[config.mk]
export PLATFORM = sky130hd
export DESIGN_NAME = morph_frame_reader
export DESIGN_NICKNAME = d
export VERILOG_FILES = /design/src/rtl/morph_pkg.sv /design/src/rtl/morph_timing_cnt.sv /design/src/rtl/morph_frame_reader.sv
export SDC_FILE = /design/constraint.sdc
export NUM_CORES = 1
export LEC_CHECK = 0
export CELL_PAD_IN_SITES_DETAIL_PLACEMENT = 0
export CELL_PAD_IN_SITES_GLOBAL_PLACEMENT = 1
export CORE_MARGIN = 2
export CORE_UTILIZATION = 41
export DETAILED_ROUTE_END_ITERATION = 6
export PLACE_DENSITY_LB_ADDON = 0.15
export SLEW_MARGIN = 25
export SYNTH_ARGS = -nofsm -noshare
export SYNTH_HDL_FRONTEND = slang
export SYNTH_SLANG_ARGS = --single-unit
[constraint.sdc]
create_clock -name module_clk -period 7.68 [get_ports module_clk]
set_input_delay 2.304 -clock module_clk [delete_from_list [all_inputs] [get_ports module_clk]]
set_output_delay 2.304 -clock module_clk [all_outputs]
set_load 0.005 [all_outputs]
[src/rtl/morph_pkg.sv]
// Shared geometry and FSM encoding for the morphology read/write/display paths.
package morph_pkg;

  typedef enum logic [2:0] {
    ST_IDLE,
    ST_LOAD,
    ST_SYNC,
    ST_BACK,
    ST_ACTIVE,
    ST_FRONT
  } state_e;

  localparam int H_ACT_DEF   = 640;
  localparam int H_BLANK_DEF = 144;
  localparam int V_SYNC_DEF  = 3;
  localparam int V_BP_DEF    = 5;
  localparam int V_ACT_DEF   = 480;
  localparam int V_FP_DEF    = 2;

  function automatic int cnt_w(input int n);
    return (n < 2) ? 1 : $clog2(n);
  endfunction

endpackage

[src/rtl/morph_timing_cnt.sv]
// Horizontal/vertical raster counters; h wraps each line, v advances at the wrap.
module morph_timing_cnt #(
  parameter int H_TOTAL = 784,
  parameter int H_W     = 10,
  parameter int V_W     = 9
) (
  input  logic           clk,
  input  logic           rst_n,
  input  logic           clr,
  input  logic           v_clr,
  output logic [H_W-1:0] h_cnt,
  output logic [V_W-1:0] v_cnt,
  output logic           line_end
);

  assign line_end = !clr && (h_cnt == H_W'(H_TOTAL - 1));

  always_ff @(posedge clk or negedge rst_n) begin
    if (!rst_n) begin
      h_cnt <= '0;
      v_cnt <= '0;
    end else if (clr) begin
      h_cnt <= '0;
      v_cnt <= '0;
    end else if (line_end) begin
      h_cnt <= '0;
      v_cnt <= v_clr ? '0 : v_cnt + 1'b1;
    end else begin
      h_cnt <= h_cnt + 1'b1;
    end
  end

endmodule

[src/rtl/morph_frame_reader.sv]
// Pulls the eroded binary frame back from the SDRAM read FIFO and regenerates
// a camera-style href/vsync/pixel stream; starved slots are emitted as zero.
module morph_frame_reader
  import morph_pkg::*;
#(
  parameter int DATA_W  = 16,
  parameter int H_ACT   = H_ACT_DEF,
  parameter int H_BLANK = H_BLANK_DEF,
  parameter int V_SYNC  = V_SYNC_DEF,
  parameter int V_BP    = V_BP_DEF,
  parameter int V_ACT   = V_ACT_DEF,
  parameter int V_FP    = V_FP_DEF
) (
  input  logic              module_clk,
  input  logic              module_rst_n,
  input  logic              frame_ready,
  input  logic              rd_empty,
  input  logic [DATA_W-1:0] rd_data,
  output logic              rd_load,
  output logic              rd_req,
  output logic              cam_href_r,
  output logic              cam_vsync_r,
  output logic              dout_val,
  output logic [7:0]        dout_8b,
  output logic              dout_1b,
  output logic              underflow,
  output logic              frame_done
);

  localparam int H_TOTAL = H_ACT + H_BLANK;
  localparam int H_W     = cnt_w(H_TOTAL);
  localparam int V_W     = cnt_w(V_SYNC + V_BP + V_ACT + V_FP);

  function automatic logic [7:0] binarize(input logic [7:0] px);
    return (|px) ? 8'hFF : 8'h00;
  endfunction

  state_e         state_q, state_d;
  logic [H_W-1:0] h_cnt;
  logic [V_W-1:0] v_cnt;
  logic           line_end, seg_end, cnt_clr, done_d;
  logic           slot_p0;
  logic           href_p1, req_p1, vsync_p1;
  logic           unused_hi;
  int             seg_lines;

  assign unused_hi = ^rd_data[DATA_W-1:8];
  assign cnt_clr   = (state_q == ST_IDLE) || (state_q == ST_LOAD);

  morph_timing_cnt #(
    .H_TOTAL (H_TOTAL),
    .H_W     (H_W),
    .V_W     (V_W)
  ) u_timing (
    .clk      (module_clk),
    .rst_n    (module_rst_n),
    .clr      (cnt_clr),
    .v_clr    (seg_end),
    .h_cnt    (h_cnt),
    .v_cnt    (v_cnt),
    .line_end (line_end)
  );

  always_ff @(posedge module_clk or negedge module_rst_n) begin
    if (!module_rst_n) state_q <= ST_IDLE;
    else               state_q <= state_d;
  end

  always_comb begin
    state_d   = state_q;
    seg_lines = 1;
    done_d    = 1'b0;
    unique case (state_q)
      ST_SYNC:   seg_lines = V_SYNC;
      ST_BACK:   seg_lines = V_BP;
      ST_ACTIVE: seg_lines = V_ACT;
      ST_FRONT:  seg_lines = V_FP;
      default:   seg_lines = 1;
    endcase
    seg_end = line_end && (v_cnt == V_W'(seg_lines - 1));
    unique case (state_q)
      ST_IDLE:   if (frame_ready) state_d = ST_LOAD;
      ST_LOAD:   state_d = ST_SYNC;
      ST_SYNC:   if (seg_end) state_d = ST_BACK;
      ST_BACK:   if (seg_end) state_d = ST_ACTIVE;
      ST_ACTIVE: if (seg_end) state_d = ST_FRONT;
      ST_FRONT:  if (seg_end) begin
                   state_d = ST_IDLE;
                   done_d  = 1'b1;
                 end
      default:   state_d = ST_IDLE;
    endcase
  end

  // p0: pixel slot decode and FIFO request in the current cycle
  assign slot_p0 = (state_q == ST_ACTIVE) && (h_cnt < H_W'(H_ACT));
  assign rd_req  = slot_p0 && !rd_empty;
  assign rd_load = (state_q == ST_LOAD);

  // p1: timing flags delayed one cycle to meet the FIFO read latency
  always_ff @(posedge module_clk or negedge module_rst_n) begin
    if (!module_rst_n) begin
      href_p1    <= 1'b0;
      req_p1     <= 1'b0;
      vsync_p1   <= 1'b0;
      frame_done <= 1'b0;
      underflow  <= 1'b0;
    end else begin
      href_p1    <= slot_p0;
      req_p1     <= rd_req;
      vsync_p1   <= (state_q == ST_SYNC);
      frame_done <= done_d;
      if (state_q == ST_LOAD)       underflow <= 1'b0;
      else if (slot_p0 && rd_empty) underflow <= 1'b1;
    end
  end

  assign cam_href_r  = href_p1;
  assign dout_val    = href_p1;
  assign cam_vsync_r = vsync_p1;
  assign dout_8b     = req_p1 ? binarize(rd_data[7:0]) : 8'h00;
  assign dout_1b     = dout_8b[7];

endmodule

==> impl_metrics.tcl, run 1 <==
set metrics [dict create \
    grt_pass1_wl_um 5540 \
    detail-route-antenna-nets 0 \
    antenna_cells 0 \
    rrSetupSlack_ns 4.47 \
    synth_fp_nets 200 \
    dpl.hpwl_um 2341 \
    fmax_ghz 0.1573 \
    rows 23 \
    layout_common_cells "dfrtp_1 (27), clkdlybuf4s50_1 (27), nor2_1 (18)" \
    wl_per_cell_um 13.17 \
    cts.path.max_buffers 2 \
    status "finished, final reports clean" \
    ys_types 43 \
    p_total_mw 0.2292 \
    min_to "u_timing.h_cnt[0]" \
    cp_max_fo 9 \
    yosysSeqAreaShare 0.4094 \
    die_x_um 67.45 \
    route.detailed.drc 0 \
    whs_path_depth 1 \
    cts-resized-gates 0 \
    grt_setup_unrepaired "false" \
    cts_hold_buffers 0 \
    coreArea_sq_um 3943 \
    antenna_found_initial 0 \
    drtIter0Drc 25 \
    place_congestion 0.8170 \
    syn_to_final_growth_pct 16.30 \
    criticalPathCategory "input pin to output port" \
    portBuffers 27 \
    drive_gt1_frac 0.07853 \
    min_period_ns 6.357 \
    viasPerCell 5.307 \
    clk_pin_slew_ns 0.09 \
    cts_buffers 3 \
    synth_cells 175 \
    hold_viol 0 \
    layout_setup_ws_ns 1.323 \
    synthArstFlopShare 1.000 \
    fin_setup_tns_ns 0 \
    grt_overflow_total 0 \
    yosys_most_used_dff "dfrtp_1" \
    io_pins 36 \
    start_util 0.4186 \
    leakage_nw 0.7729 \
    min_path_type "flip-flop to flip-flop" \
    grt_use_total 0.1627 \
    insertion_delay_ns 0.26 \
    nets 217 \
    final-max-slew-violation-count 0 \
    worstPathArrival_ns 4.05 \
    maxSlewHeadroom 0.4865 \
    min_from "u_timing.h_cnt[0]" \
    power_density_nw_per_um2 119.4 \
    firstDrtPassIters 4 \
    dieArea_sq_um 4549 \
    synth_edf_count 0 \
    die-height_um 67.45 \
    avgSynthCellArea_sq_um 9.430 \
    r2r-end "u_timing.v_cnt[4]" \
    critPathLaunchType "input pin" \
    reg2reg_depth 9 \
    grt_pass1_vias 1188 \
    vdd_drop_max_mv 0.05992 \
    setup_violations 0 \
    synth_seq_cells 27 \
    cts_setup_buffers 0 \
    fin_crit_sh 0.8277 \
    cts_root_buf "clkbuf_8" \
    ys_warn_count 0 \
    grt_max_degree 28 \
    wl_um 3174 \
    max_slew.worst_pin.slew_ns 0.7633 \
    required_ns 5.38 \
    cts_max_level 1 \
    cp-end-kind "output port" \
    clock-sinks 27 \
    finClkSkew_ns 0.002141 \
    r2r-start "state_q[2]" \
    place_ws_ns 1.269 \
    vias 1279 \
    cts_tree "yes" \
    drv_cap 0 \
    synth.cell_area_sq_um 1650 \
]
[cells in the mapped netlist (3+ instances only)]
library cell,n,area [sq um]
dfrtp_1,27,675.7
nor2_1,18,67.56
nand2_1,14,52.55
xnor2_1,11,96.34
xor2_1,11,96.34
buf_4,9,67.56
nand3_1,9,45.04
o31ai_1,6,45.04
and3_1,5,31.28
ha_1,5,62.56
nor3_1,5,25.02
clkbuf_1,4,15.01
o21ai_0,4,20.02
a21oi_1,3,15.01
nor2b_1,3,18.77
nor4_1,3,18.77
or3b_2,3,26.28
or4_1,3,22.52
[critical path, stage by stage]
cell             delay (ns)
clkdlybuf4s50_1        0.45
nor4_1                 0.05
a21boi_0               0.61
clkdlybuf4s50_1        0.64
[logic make-up after synthesis]
logic type                 after synthesis  share of synthesized area
and+or+nand+nor                         75                     0.2411
DFF                                     27                     0.4094
AOI/OAI and AO/OA                       26                     0.1084
adders and majority gates                5                    0.03791
xor gates and xnor gates                22                     0.1168
muxes                                    1                   0.006823
buffers and inverters                   19                    0.07960
[through the flow]
step / std cells / utilization / cell area [sq um] / hold slack (ns)
after floorplan: 175 / - / 1650 / 0.4329
after global placement: 237 / 0.4754 / 1874 / 0.4454
after detailed placement: 237 / 0.4754 / 1874 / 0.4575
after CTS: 241 / 0.4868 / 1919 / 0.4700
after global routing: 241 / 0.4868 / 1919 / 0.4804
final: 241 / 0.4868 / 1919 / 0.4620
[power by group]
part | total (mW) | switching (mW) | leakage (nW) | internal (mW)
clock network | 0.0784 | 0.0413 | 0.0228 | 0.0371
logic | 0.00875 | 0.00345 | 0.393 | 0.00530
registers | 0.142 | 0 | 0.357 | 0.142
total | 0.229 | 0.0448 | 0.773 | 0.184
[sequential cells by signal, summed over array words and instances (netlist names)]
signal and count:
u_timing.h_cnt 10, req_p1 1, cam_href_r 1, state_q 3, u_timing.v_cnt 9, cam_vsync_r 1
underflow 1, frame_done 1
[worst max path at each step]
stage | startpoint | endpoint | slack (ns)
5_1_grt | rd_data[0] | dout_8b[6] | 1.14
3_3_place_gp | rd_data[3] | dout_1b | 1.35
4_1_cts | rd_data[1] | dout_8b[7] | 1.27
6_report | rd_data[1] | dout_8b[5] | 1.32
3_5_place_dp | rd_data[1] | dout_8b[7] | 1.27
2_1_floorplan | rd_data[3] | dout_8b[0] | 2.20
[layout make-up]
class / instances / area [sq um]
clock buffers: 4 / 45.04
fillers: 367 / 2023
inverters: 2 / 7.507
multi-input cells: 129 / 843.3
flip-flops and latches: 27 / 675.6
well taps: 50 / 62.56
repair buffers: 29 / 285.3
[layer usage]
layer  global-route usage  wire, um  vias up
met3              0.03000       187        2
met2               0.2636      1460       37
met4              0.06888        25        0
li1                     -         -      634
met1               0.2133      1500      606
met5                    0         0        -
(Power assumes the default switching activity.)
==> run 2: changes to the inputs <==
CORE_UTILIZATION = 38   (was 41)
clock period = 6.39 ns   (was 7.68 ns; I/O delays follow)
==> run 2 against run 1 <==
Power grew 20%. Core utilization shrank 1.7 points. Clock skew grew 0.0039 ns. Critical path depth is the same. Largest cell class unchanged. Largest power group unchanged. Highest routed layer unchanged.
==> impl_metrics.tcl, run 2 (synthesis gave the netlist of run 1 again) <==
set metrics [dict create \
    cts_max_level 1 \
    viasPerCell 5.344 \
    fmax_ghz 0.1768 \
    min_to "u_timing.h_cnt[0]" \
    reg2reg_depth 9 \
    cp-end-kind "output port" \
    dpl.hpwl_um 2449 \
    whs_path_depth 1 \
    setup_violations 0 \
    worstPathArrival_ns 3.74 \
    place_area_sq_um 1874 \
    top_usage_layer "met2" \
    min_period_ns 5.655 \
    rrSetupSlack_ns 3.16 \
    drtIter0Drc 53 \
    grt_setup_unrepaired "false" \
    fin_setup_tns_ns 0 \
    hold_viol 0 \
    status "finished, final reports clean" \
    start_util 0.4039 \
    grtUsageMet1 0.1880 \
    min_from "u_timing.h_cnt[0]" \
    grt_overflow_total 0 \
    required_ns 4.47 \
    criticalPathCategory "input pin to output port" \
    globalRouteMet2Util 0.2233 \
    critPathLaunchType "input pin" \
    grt_pass1_vias 1211 \
    r2r-start "state_q[2]" \
    dieArea_sq_um 4886 \
    wl_per_cell_um 13.60 \
    rows 23 \
    route.detailed.drc 0 \
    place_ws_ns 0.6874 \
    firstDrtPassIters 4 \
    grt_util_met3 0.03896 \
    drv_cap 0 \
    fin_area_sq_um 1921 \
    antenna_cells 0 \
    io_pins 36 \
    grt_pass1_wl_um 5582 \
    die_x_um 69.90 \
    coreArea_sq_um 4086 \
    clock-sinks 27 \
    vdd_drop_max_mv 0.08942 \
    cp_max_fo 9 \
    max_flop_register "u_timing.h_cnt" \
    wl_um 3278 \
    leakage_nw 0.7757 \
    max_slew.worst_pin.slew_ns 0.8230 \
    layout_setup_ws_ns 0.7346 \
    clk_pin_slew_ns 0.09 \
    cts_tree "yes" \
    portBuffers 27 \
    grt_max_degree 28 \
    min_path_type "flip-flop to flip-flop" \
    syn_to_final_growth_pct 16.38 \
    power_density_nw_per_um2 143.6 \
    cts_buffers 3 \
    insertion_delay_ns 0.27 \
    biggestRegsByFlops "u_timing.h_cnt x10, u_timing.v_cnt x9, state_q x3" \
    detail-route-antenna-nets 0 \
    grt_use_total 0.1391 \
    final-max-slew-violation-count 0 \
    drive_gt1_frac 0.08377 \
    vias 1288 \
    cts_setup_buffers 0 \
    layout_common_cells "dfrtp_1 (27), clkdlybuf4s50_1 (27), nor2_1 (18)" \
    cts-resized-gates 0 \
    place_congestion 0.8295 \
    cts_hold_buffers 0 \
    finClkSkew_ns 0.006006 \
    largest_reg_flops 10 \
    nets 217 \
    cts_root_buf "clkbuf_8" \
    antenna_found_initial 0 \
    fin_crit_sh 0.8850 \
    die-height_um 69.90 \
    maxSlewHeadroom 0.4464 \
    cts.path.max_buffers 2 \
    r2r-end "u_timing.v_cnt[4]" \
]
[run 2: cell types whose count changed in the layout (fill, tap and decap cells not counted), sizes merged]
| cell | change |
|---|---|
| clkinv | +1 |
| clkbuf | -1 |
[run 2: stage by stage]
stage / util / power, mW / hold WS, ns / cells
5_1_grt: 0.4700 / 0.2898 / 0.4829 / 241
2_1_floorplan: - / 0.1744 / 0.4329 / 175
6_report: 0.4700 / 0.2757 / 0.4708 / 241
4_1_cts: 0.4700 / 0.2820 / 0.4753 / 241
3_5_place_dp: 0.4587 / 0.1851 / 0.4616 / 237
3_3_place_gp: 0.4587 / 0.1849 / 0.4465 / 237
[run 2: area by class of cell]
cell class | instances | area (sq um)
Timing Repair Buffer | 29 | 285.3
Clock buffer | 3 | 41.29
Inverter | 2 | 7.507
Sequential cell | 27 | 675.6
Clock inverter | 1 | 5.005
Tap cell | 50 | 62.56
Fill cell | 401 | 2166
Multi-Input combinational cell | 129 | 843.3
[run 2: critical path: stages]
cell	delay (ns)
clkdlybuf4s50_1	0.46
nor4_1	0.05
a21boi_0	0.66
clkdlybuf4s50_1	0.66
[run 2: how the worst max path moves through the flow]
| stage | startpoint | endpoint | slack, ns | cells after the start |
|---|---|---|---|---|
| global route | rd_data[0] | dout_8b[4] | 0.54 | 4 |
| floorplan | rd_data[3] | dout_8b[0] | 1.68 | 3 |
| finish | rd_data[3] | dout_8b[4] | 0.73 | 4 |
| global placement | rd_data[0] | dout_8b[0] | 0.84 | 4 |
| CTS | rd_data[1] | dout_8b[4] | 0.69 | 4 |
| detailed placement | rd_data[1] | dout_8b[4] | 0.69 | 4 |
[run 2: per-layer routing]
| layer | routed length [um] | vias up |
|---|---|---|
| li1 | - | 635 |
| met1 | 1591 | 611 |
| met2 | 1451 | 40 |
| met3 | 218 | 2 |
| met4 | 17 | 0 |
| met5 | 0 | - |
[run 2: power breakdown]
group / internal, mW / leakage (nW) / switching (mW)
clock: 0.0436 / 0.0255 / 0.0507
sequential: 0.171 / 0.357 / 0
combinational: 0.00638 / 0.393 / 0.00434
==> run 3: changes to the inputs <==
CTS_CLUSTER_SIZE = 20   (was default)
==> results of run 3 <==
The final DEF is identical to that of run 2; final timing and power are the same.
